`src/rtl/rv32_mem_arbiter.sv`:
```
// rv32_mem_arbiter
// Shares one single-port, fixed-latency memory between the RV32 fetch port
// and the load/store port. It handles one transaction at a time: arbitrate in
// IDLE, strobe memory in ISSUE, wait MEM_LAT cycles, then respond in RESP.
// Misaligned or out-of-range addresses are answered with an error and never
// reach memory. The fetch port is promoted after STARVE_MAX consecutive losses.
module rv32_mem_arbiter #(
    parameter int unsigned MEM_WORDS  = 32,
    parameter int unsigned MEM_LAT    = 1,
    parameter int unsigned STARVE_MAX = 4
) (
    input  logic        clk,
    input  logic        rst,

    input  logic        i_req,
    input  logic [31:0] i_addr,
    output logic        i_gnt,
    output logic        i_rvalid,
    output logic [31:0] i_rdata,
    output logic        i_err,

    input  logic        d_req,
    input  logic        d_we,
    input  logic [31:0] d_addr,
    input  logic [31:0] d_wdata,
    output logic        d_gnt,
    output logic        d_rvalid,
    output logic [31:0] d_rdata,
    output logic        d_err,

    output logic        m_req,
    output logic        m_we,
    output logic [31:0] m_addr,
    output logic [31:0] m_wdata,
    input  logic [31:0] m_rdata
);

    // Highest legal byte address (last word of the memory).
    localparam logic [31:0] MAX_ADDR = 32'(MEM_WORDS * 4 - 4);
    localparam int unsigned LAT_W    = (MEM_LAT > 1) ? $clog2(MEM_LAT) : 1;
    localparam int unsigned STV_W    = $clog2(STARVE_MAX + 1);

    typedef enum logic [1:0] {
        IDLE,
        ISSUE,
        WAIT,
        RESP
    } state_t;

    state_t           state;
    logic [STV_W-1:0] starve_cnt;
    logic [LAT_W-1:0] lat_cnt;

    // Attributes of the transaction currently being served.
    logic             win_d;
    logic             win_we;
    logic             win_err;

    // Candidate transaction as seen in IDLE.
    logic             fetch_wins;
    logic [31:0]      sel_addr;
    logic             sel_we;
    logic [31:0]      sel_wdata;
    logic             sel_err;

    // Arbitration and address check for the request pending in IDLE.
    always_comb begin
        fetch_wins = !d_req || (i_req && (starve_cnt == STV_W'(STARVE_MAX)));
        sel_addr   = fetch_wins ? i_addr : d_addr;
        sel_we     = !fetch_wins && d_we;
        sel_wdata  = sel_we ? d_wdata : '0;
        sel_err    = (sel_addr[1:0] != 2'b00) || (sel_addr > MAX_ADDR);
    end

    // Transaction FSM; every output is registered and set on state entry.
    always_ff @(posedge clk) begin
        if (rst) begin
            state      <= IDLE;
            starve_cnt <= '0;
            lat_cnt    <= '0;
            win_d      <= 1'b0;
            win_we     <= 1'b0;
            win_err    <= 1'b0;
            i_gnt      <= 1'b0;
            i_rvalid   <= 1'b0;
            i_rdata    <= '0;
            i_err      <= 1'b0;
            d_gnt      <= 1'b0;
            d_rvalid   <= 1'b0;
            d_rdata    <= '0;
            d_err      <= 1'b0;
            m_req      <= 1'b0;
            m_we       <= 1'b0;
            m_addr     <= '0;
            m_wdata    <= '0;
        end else begin
            case (state)
                IDLE: begin
                    // Losing streak only grows while both ports are asking
                    // and the data port keeps winning.
                    if (!i_req || fetch_wins) begin
                        starve_cnt <= '0;
                    end else if (starve_cnt != STV_W'(STARVE_MAX)) begin
                        starve_cnt <= starve_cnt + 1'b1;
                    end

                    if (i_req || d_req) begin
                        win_d   <= !fetch_wins;
                        win_we  <= sel_we;
                        win_err <= sel_err;
                        i_gnt   <= fetch_wins;
                        d_gnt   <= !fetch_wins;
                        // Bad addresses never strobe memory; address and
                        // data lines keep the last legal access.
                        if (!sel_err) begin
                            m_req   <= 1'b1;
                            m_we    <= sel_we;
                            m_addr  <= {2'b00, sel_addr[31:2]};
                            m_wdata <= sel_wdata;
                        end
                        state <= ISSUE;
                    end
                end

                ISSUE: begin
                    i_gnt   <= 1'b0;
                    d_gnt   <= 1'b0;
                    m_req   <= 1'b0;
                    m_we    <= 1'b0;
                    lat_cnt <= '0;
                    if (win_err) begin
                        i_rvalid <= !win_d;
                        d_rvalid <= win_d;
                        i_err    <= !win_d;
                        d_err    <= win_d;
                        state    <= RESP;
                    end else begin
                        state <= WAIT;
                    end
                end

                WAIT: begin
                    if (lat_cnt == LAT_W'(MEM_LAT - 1)) begin
                        // Read data is captured straight into the response
                        // register; stores answer with zero data.
                        i_rvalid <= !win_d;
                        d_rvalid <= win_d;
                        if (!win_d) begin
                            i_rdata <= m_rdata;
                        end else if (!win_we) begin
                            d_rdata <= m_rdata;
                        end
                        state <= RESP;
                    end else begin
                        lat_cnt <= lat_cnt + 1'b1;
                    end
                end

                RESP: begin
                    i_rvalid <= 1'b0;
                    d_rvalid <= 1'b0;
                    i_rdata  <= '0;
                    d_rdata  <= '0;
                    i_err    <= 1'b0;
                    d_err    <= 1'b0;
                    state    <= IDLE;
                end

                default: begin
                    state <= IDLE;
                end
            endcase
        end
    end

endmodule

```
`config.mk`:
```
export PLATFORM = sky130hd
export DESIGN_NAME = rv32_mem_arbiter
export DESIGN_NICKNAME = d
export VERILOG_FILES = /design/src/rtl/rv32_mem_arbiter.sv
export SDC_FILE = /design/constraint.sdc
export NUM_CORES = 1
export LEC_CHECK = 0
export ABC_AREA = 1
export CAP_MARGIN = 20
export CORE_MARGIN = 2
export CORE_UTILIZATION = 40
export CTS_BUF_LIST = sky130_fd_sc_hd__clkbuf_8
export DETAILED_ROUTE_END_ITERATION = 10
export GPL_TIMING_DRIVEN = 0
export HOLD_SLACK_MARGIN = 0.1
export PLACE_DENSITY_LB_ADDON = 0.08
export SLEW_MARGIN = 25
export SYNTH_ARGS = -nofsm -noshare
export SYNTH_HDL_FRONTEND = slang
export SYNTH_SLANG_ARGS = --single-unit
```
`constraint.sdc`:
```
create_clock -name clk -period 2.8 [get_ports clk]
set_input_delay 0.56 -clock clk [delete_from_list [all_inputs] [get_ports clk]]
set_output_delay 0.56 -clock clk [all_outputs]
set_load 0.01 [all_outputs]
```
# After elaboration in Yosys (flattened, before gate mapping)
# Cells that the tools add are included.
dict set report totals {
  regBits 143
  wordCells 97
}
dict set report classes {
  add_sub_neg 2
  magnitude_cmp 1
  eq_ne 12
  mux 35
  n_bitwise 1
  reduce_logical 28
}
# op n
set op_table {}
lappend op_table {{$mux 32} 7}
lappend op_table {{$pmux 32 s2} 2}
lappend op_table {{$gt 32x7->1 const B} 1}
lappend op_table {{$ne 2x2->1 const B} 7}
lappend op_table {{$pmux 1 s2} 7}
lappend op_table {{$mux 1} 12}
lappend op_table {{$reduce_and 3->1} 4}
lappend op_table {{$reduce_bool 2->1} 6}
lappend op_table {{$reduce_and 2->1} 5}
lappend op_table {{$pmux 2 s4} 1}
lappend op_table {{$mux 3} 2}
lappend op_table {{$pmux 1 s3} 2}
lappend op_table {{$eq 2x2->1 const B} 2}
lappend op_table {{$logic_not 1->1} 4}
lappend op_table {{$logic_or 1x1->1} 4}
lappend op_table {{$mux 2} 2}
lappend op_table {{$reduce_and 4->1} 1}
lappend op_table {{$add 3x1->3 const B} 1}
lappend op_table {{$eq 3x3->1 const B} 1}
lappend op_table {{$ne 3x3->1 const B} 1}
lappend op_table {{$reduce_bool 3->1} 1}
lappend op_table {{$eq 2x1->1 const B} 1}
lappend op_table {{$logic_and 1x1->1} 2}
lappend op_table {{$logic_not 2->1} 1}
lappend op_table {{2 further kinds} 2}

# Logic depth before layout (Yosys ltp)
dict set report depth {
  depth_word 9
  depth_mapped 17
  depth_no_buf 16
}

# Least setup slack after synthesis
# OpenSTA, ideal clock, no wires.
dict set report synth_path {
  path_kind {flip-flop to flip-flop}
  from {register starve_cnt[0]}
  to {register m_addr[12]}
  t_arrival_ns 1.908
  required_ns 2.690
  setup_slack_ns 0.783
  stages_incl_launch_ff 14
  period_less_slack_ns 2.017
  cell_sequence {dfxtp_1 -> inv_1 -> ha_1 -> nand3_2 -> nand2_4 -> or2_2 -> o21ai_0 -> nand3_1 -> nor2_4 -> nand3_1 -> buf_2 -> buf_6 -> nand3_1 -> inv_2}
}
dict set report synth_between {
  elab_chain_cells 8
  word_cells_on_any_way 9
}
# element line_no
set synth_lines {}
lappend synth_lines {{from (decl)} 51} ;# logic [STV_W-1:0] starve_cnt;
lappend synth_lines {{from (signal assigned)} 104} ;# starve_cnt <= starve_cnt + 1'b1;
lappend synth_lines {{$eq 3x3->1 (*)} 68} ;# fetch_wins = !d_req || (i_req && (starve_cnt == STV_W'(STARVE_MAX)));
lappend synth_lines {{$logic_and 1x1->1 (*)} 68}
lappend synth_lines {{$logic_or 1x1->1 (*)} 68}
lappend synth_lines {{$mux 32 (*)} 69} ;# sel_addr = fetch_wins ? i_addr : d_addr;
lappend synth_lines {{$gt 32x7->1 or $reduce_bool 2->1 (tied branches)} 72} ;# sel_err = (sel_addr[1:0] != 2'b00) || (sel_addr > MAX_ADDR);
lappend synth_lines {{$logic_or 1x1->1} 72}
lappend synth_lines {{$not 1->1 (no source line)} n/a}
lappend synth_lines {{$reduce_and 3->1 (no source line)} n/a}
lappend synth_lines {{to (signal assigned)} 118} ;# m_addr <= {2'b00, sel_addr[31:2]};
lappend synth_lines {{to (decl)} 33} ;# output logic [31:0] m_addr,
# Mark *: on every way between the ends. The rest lies on a longest branch, timed or not.
# A chain may end at the register's enable or synchronous reset.

# Final worst setup path
dict set report layout_path {
  from {input i_req}
  to {register m_addr[6]}
}
dict set report layout_between {
  elab_chain_cells 7
  word_cells_on_any_way 9
}
# element line_no
set layout_lines {}
lappend layout_lines {{from (decl)} 15} ;# input logic i_req,
lappend layout_lines {{$logic_and 1x1->1} 68}
lappend layout_lines {{$logic_or 1x1->1} 68}
lappend layout_lines {{$mux 32} 69}
lappend layout_lines {{$gt 32x7->1 or $reduce_bool 2->1 (tied branches)} 72}
lappend layout_lines {{$logic_or 1x1->1} 72}
lappend layout_lines {{$not 1->1 (no source line)} n/a}
lappend layout_lines {{$reduce_and 3->1 (no source line)} n/a}
# Parallel ways exist; a longest one is shown, timed or not.

==> results.toml <==
[cts]
htree_levels = 4
cts.repair.resized = 0
cts_buffers = 17
cts_sinks = 142
cts_setup_buffers = 0
cts.clk_slew.worst_paths_ns = 0.08
cts_root_buf = "clkbuf_8"
clkLatencyLatePin_ns = 0.44
hold_buffers = 0
clock_path_buffers = 2
cts_tree = "done"

[yosys]
synth_top_family_by_area = "simple AND/OR/NAND/NOR gates"
yosysUniqueCellTypes = 27
async_reset_ff_share_pct = 0
netlist_top_cells_area = "dfxtp_1 (47%), nand2_1 (17%), a21oi_1 (6.6%)"
synth-simple-area-share_pct = 31.3
post-synth-top-count-cell = "nand2_1"
synth-compound-area-share_pct = 7.70
synth_xor_area_share_pct = 0.146
syn_area_sq_um = 6010
ys_seq_elements = 142
synthTopCellsByCount = "nand2_1 (279), dfxtp_1 (142), inv_1 (95), a21oi_1 (79), nor2_1 (64)"
synthMuxAreaShare_pct = 0.833
yosysTopAreaCell = "dfxtp_1"
synth_edf_count = 0
synthCells = 848
ys.flop_type = "dfxtp_1"
avgSynthCellArea_sq_um = 7.09
synthAdderAreaFrac_pct = 1.46
yosysWarnings = 0
synthDominantCellAreaShare_pct = 47.3
synth-seq-area-share_pct = 47.3

[floorplanning]
die_y_um = 127
start_util_pct = 41.2
rows = 44
die_x_um = 127
die_area_sq_um = 16000
core_sq_um = 14600
pin_count = 269

[job]
cap_violations = 0

[sta]
finalHoldViolations = 0
drv_slew = 0
period_minus_slack_ns = 2.42
max_freq_mhz = 413
period_share_pct = 86.5
worst_pin_slew_ns = 0.609
fin_setup_tns_ns = 0
setup_viol = 0
finClkSkew_ns = 0.0114
rsz0062_at_grt = "no"
whs_ns = 0.447
slew_headroom_pct = 59.1

[worst_setup_path]
reg2reg_from = "starve_cnt[0]$_SDFFE_PP0P_"
reg2reg_slack_ns = 0.43
path_delay_family = "buffers and inverters"
cpMaxStageDelayCell = "clkdlybuf4s50_1"
critPathLaunchType = "primary input"
r2r_end = "m_addr[6]$_SDFFE_PP0P_"
cp-end-kind = "flop"
path_cells = "clkdlybuf4s50_1, nand3_2, nand2_4, buf_6, nand2_1, nand2_1, nand2_1, nor2_1, nand2_1, nor2_4, nand3_1, buf_2, buf_6, nand3_1, inv_2"
r2r_cells = 15
crit_cells = 15
cp-startpoint = "i_req"
max_stage_delay_ns = 0.51
critPathBufInv = 5
critical_path_required_ns = 3.14
critPathMaxFanout = 10
arrival_ns = 2.76
crit_path_frequent_cell = "nand2_1"
crit_type = "in2reg"

[place]
port_buffers = 265
finalWeightedCongestion = 0.820
hpwlAfterDp_um = 13500

[worst_hold_path]
min_from = "m_wdata[6]$_SDFFE_PP0P_"
hold_end = "m_wdata[6]$_SDFFE_PP0P_"
whs_path_depth = 2
hold_path_class = "reg2reg"

[global_routing]
grt_pass1_vias = 5676
grtUsageTotal_pct = 22.0
grt_pass1_wl_um = 28200
antenna_found_initial = 0
grt_max_degree = 17
gr-total-overflow = 0

[route]
vias_per_cell = 4.58
first_pass_iters = 4
finalWirelength_um = 17700
first_iter_violations = 298
vias = 6086
antenna_left = 0
drc_errors = 0
wl_per_cell_um = 13.3

[power_and_ir_drop]
p_leak_nw = 4.06
ir_worst_vdd_mv = 0.291
power_density_nw_per_um2 = 587

[final_layout]
filler_cell_count = 1373
num_antenna_cells = 0
nets = 1273
drive_above_1_share_pct = 6.03
syn_to_final_growth_pct = 54.3

[status]
outcome = "complete, no violations"
## cells by family (layout without fill, tap and decap cells)
group	Yosys count	after routing
simple gates	440	440
buf+inv	160	456
flops	142	142
compound gates	92	92
fa+ha+maj	7	7
mux	5	5
other cells	1	2
xor+xnor	1	1
## where the power goes
group,internal [W],leakage [nW],switching [W]
clock network,0.000787,0.184,0.000808
registers,0.00220,1.15,0.000103
logic,0.000683,2.73,0.000866
## worst max-delay path by stage
stage                                   end
global route         m_addr[6]$_SDFFE_PP0P_
CTS                  m_addr[6]$_SDFFE_PP0P_
floorplan           m_addr[12]$_SDFFE_PP0P_
global placement    m_addr[18]$_SDFFE_PP0P_
detailed placement   m_addr[6]$_SDFFE_PP0P_
finish               m_addr[6]$_SDFFE_PP0P_
## worst min-delay path, stage by stage (launching register included)
cell     delay, ns
dfxtp_1       0.31
nand2_1       0.06
nand2_1       0.04
## layout make-up
type                    instances  area (sq um)  area share (%)
plain buffers                  55           282            3.03
clock buffers                  17           234            2.52
clock inverters                14           145            1.56
inverters                     105           394            4.25
multi-input cells             547          2500            26.9
flip-flops and latches        142          2840            30.6
well taps                     184           230            2.48
repair buffers                265          2650            28.6
## routing by layer
metal / vias to the layer above / GRT usage, % / share of wire [%]
met5: - / 0 / 0
met4: 0 / 7.82 / 2.1
met3: 28 / 7.97 / 9.2
met2: 188 / 35.8 / 46
met1: 2667 / 26.8 / 43
li1: 3203 / - / -
## registers in the layout, summed over array words and instances, names as in the netlist
register	count
d_rdata	32
i_rdata	32
m_wdata	32
m_addr	30
starve_cnt	3
state	2
d_err	1
d_gnt	1
d_rvalid	1
i_err	1
i_gnt	1
i_rvalid	1
m_req	1
m_we	1
win_d	1
win_err	1
win_we	1
## layout by cell type (no fill, tap or decap), drive strengths merged
master	n
and2	1
nand2	280
xor2	1
o21ai	12
conb	2
nor2	66
or2	3
bufinv	2
clkdlybuf4s50	265
buf	28
nand4	34
nand3b	14
ha	7
inv	111
mux2i	5
dfxtp	142
clkinvlp	5
a211oi	1
nor3	1
clkbuf	44
nand3	41
clkinv	1
a21oi	79
## metrics by stage
stage          util [%]  instance area [sq um]  power, W  cells  setup slack [ns]
2_1_floorplan         -                   6010   0.00318    849             0.783
4_1_cts            63.6                   9280   0.00550   1329             0.388
6_report           63.6                   9280   0.00545   1329             0.378
3_3_place_gp       61.0                   8900   0.00389   1298           -0.0740
3_5_place_dp       61.0                   8900   0.00390   1298            -0.115
5_1_grt            63.6                   9280   0.00581   1329             0.145
(Power assumes the default switching activity.)
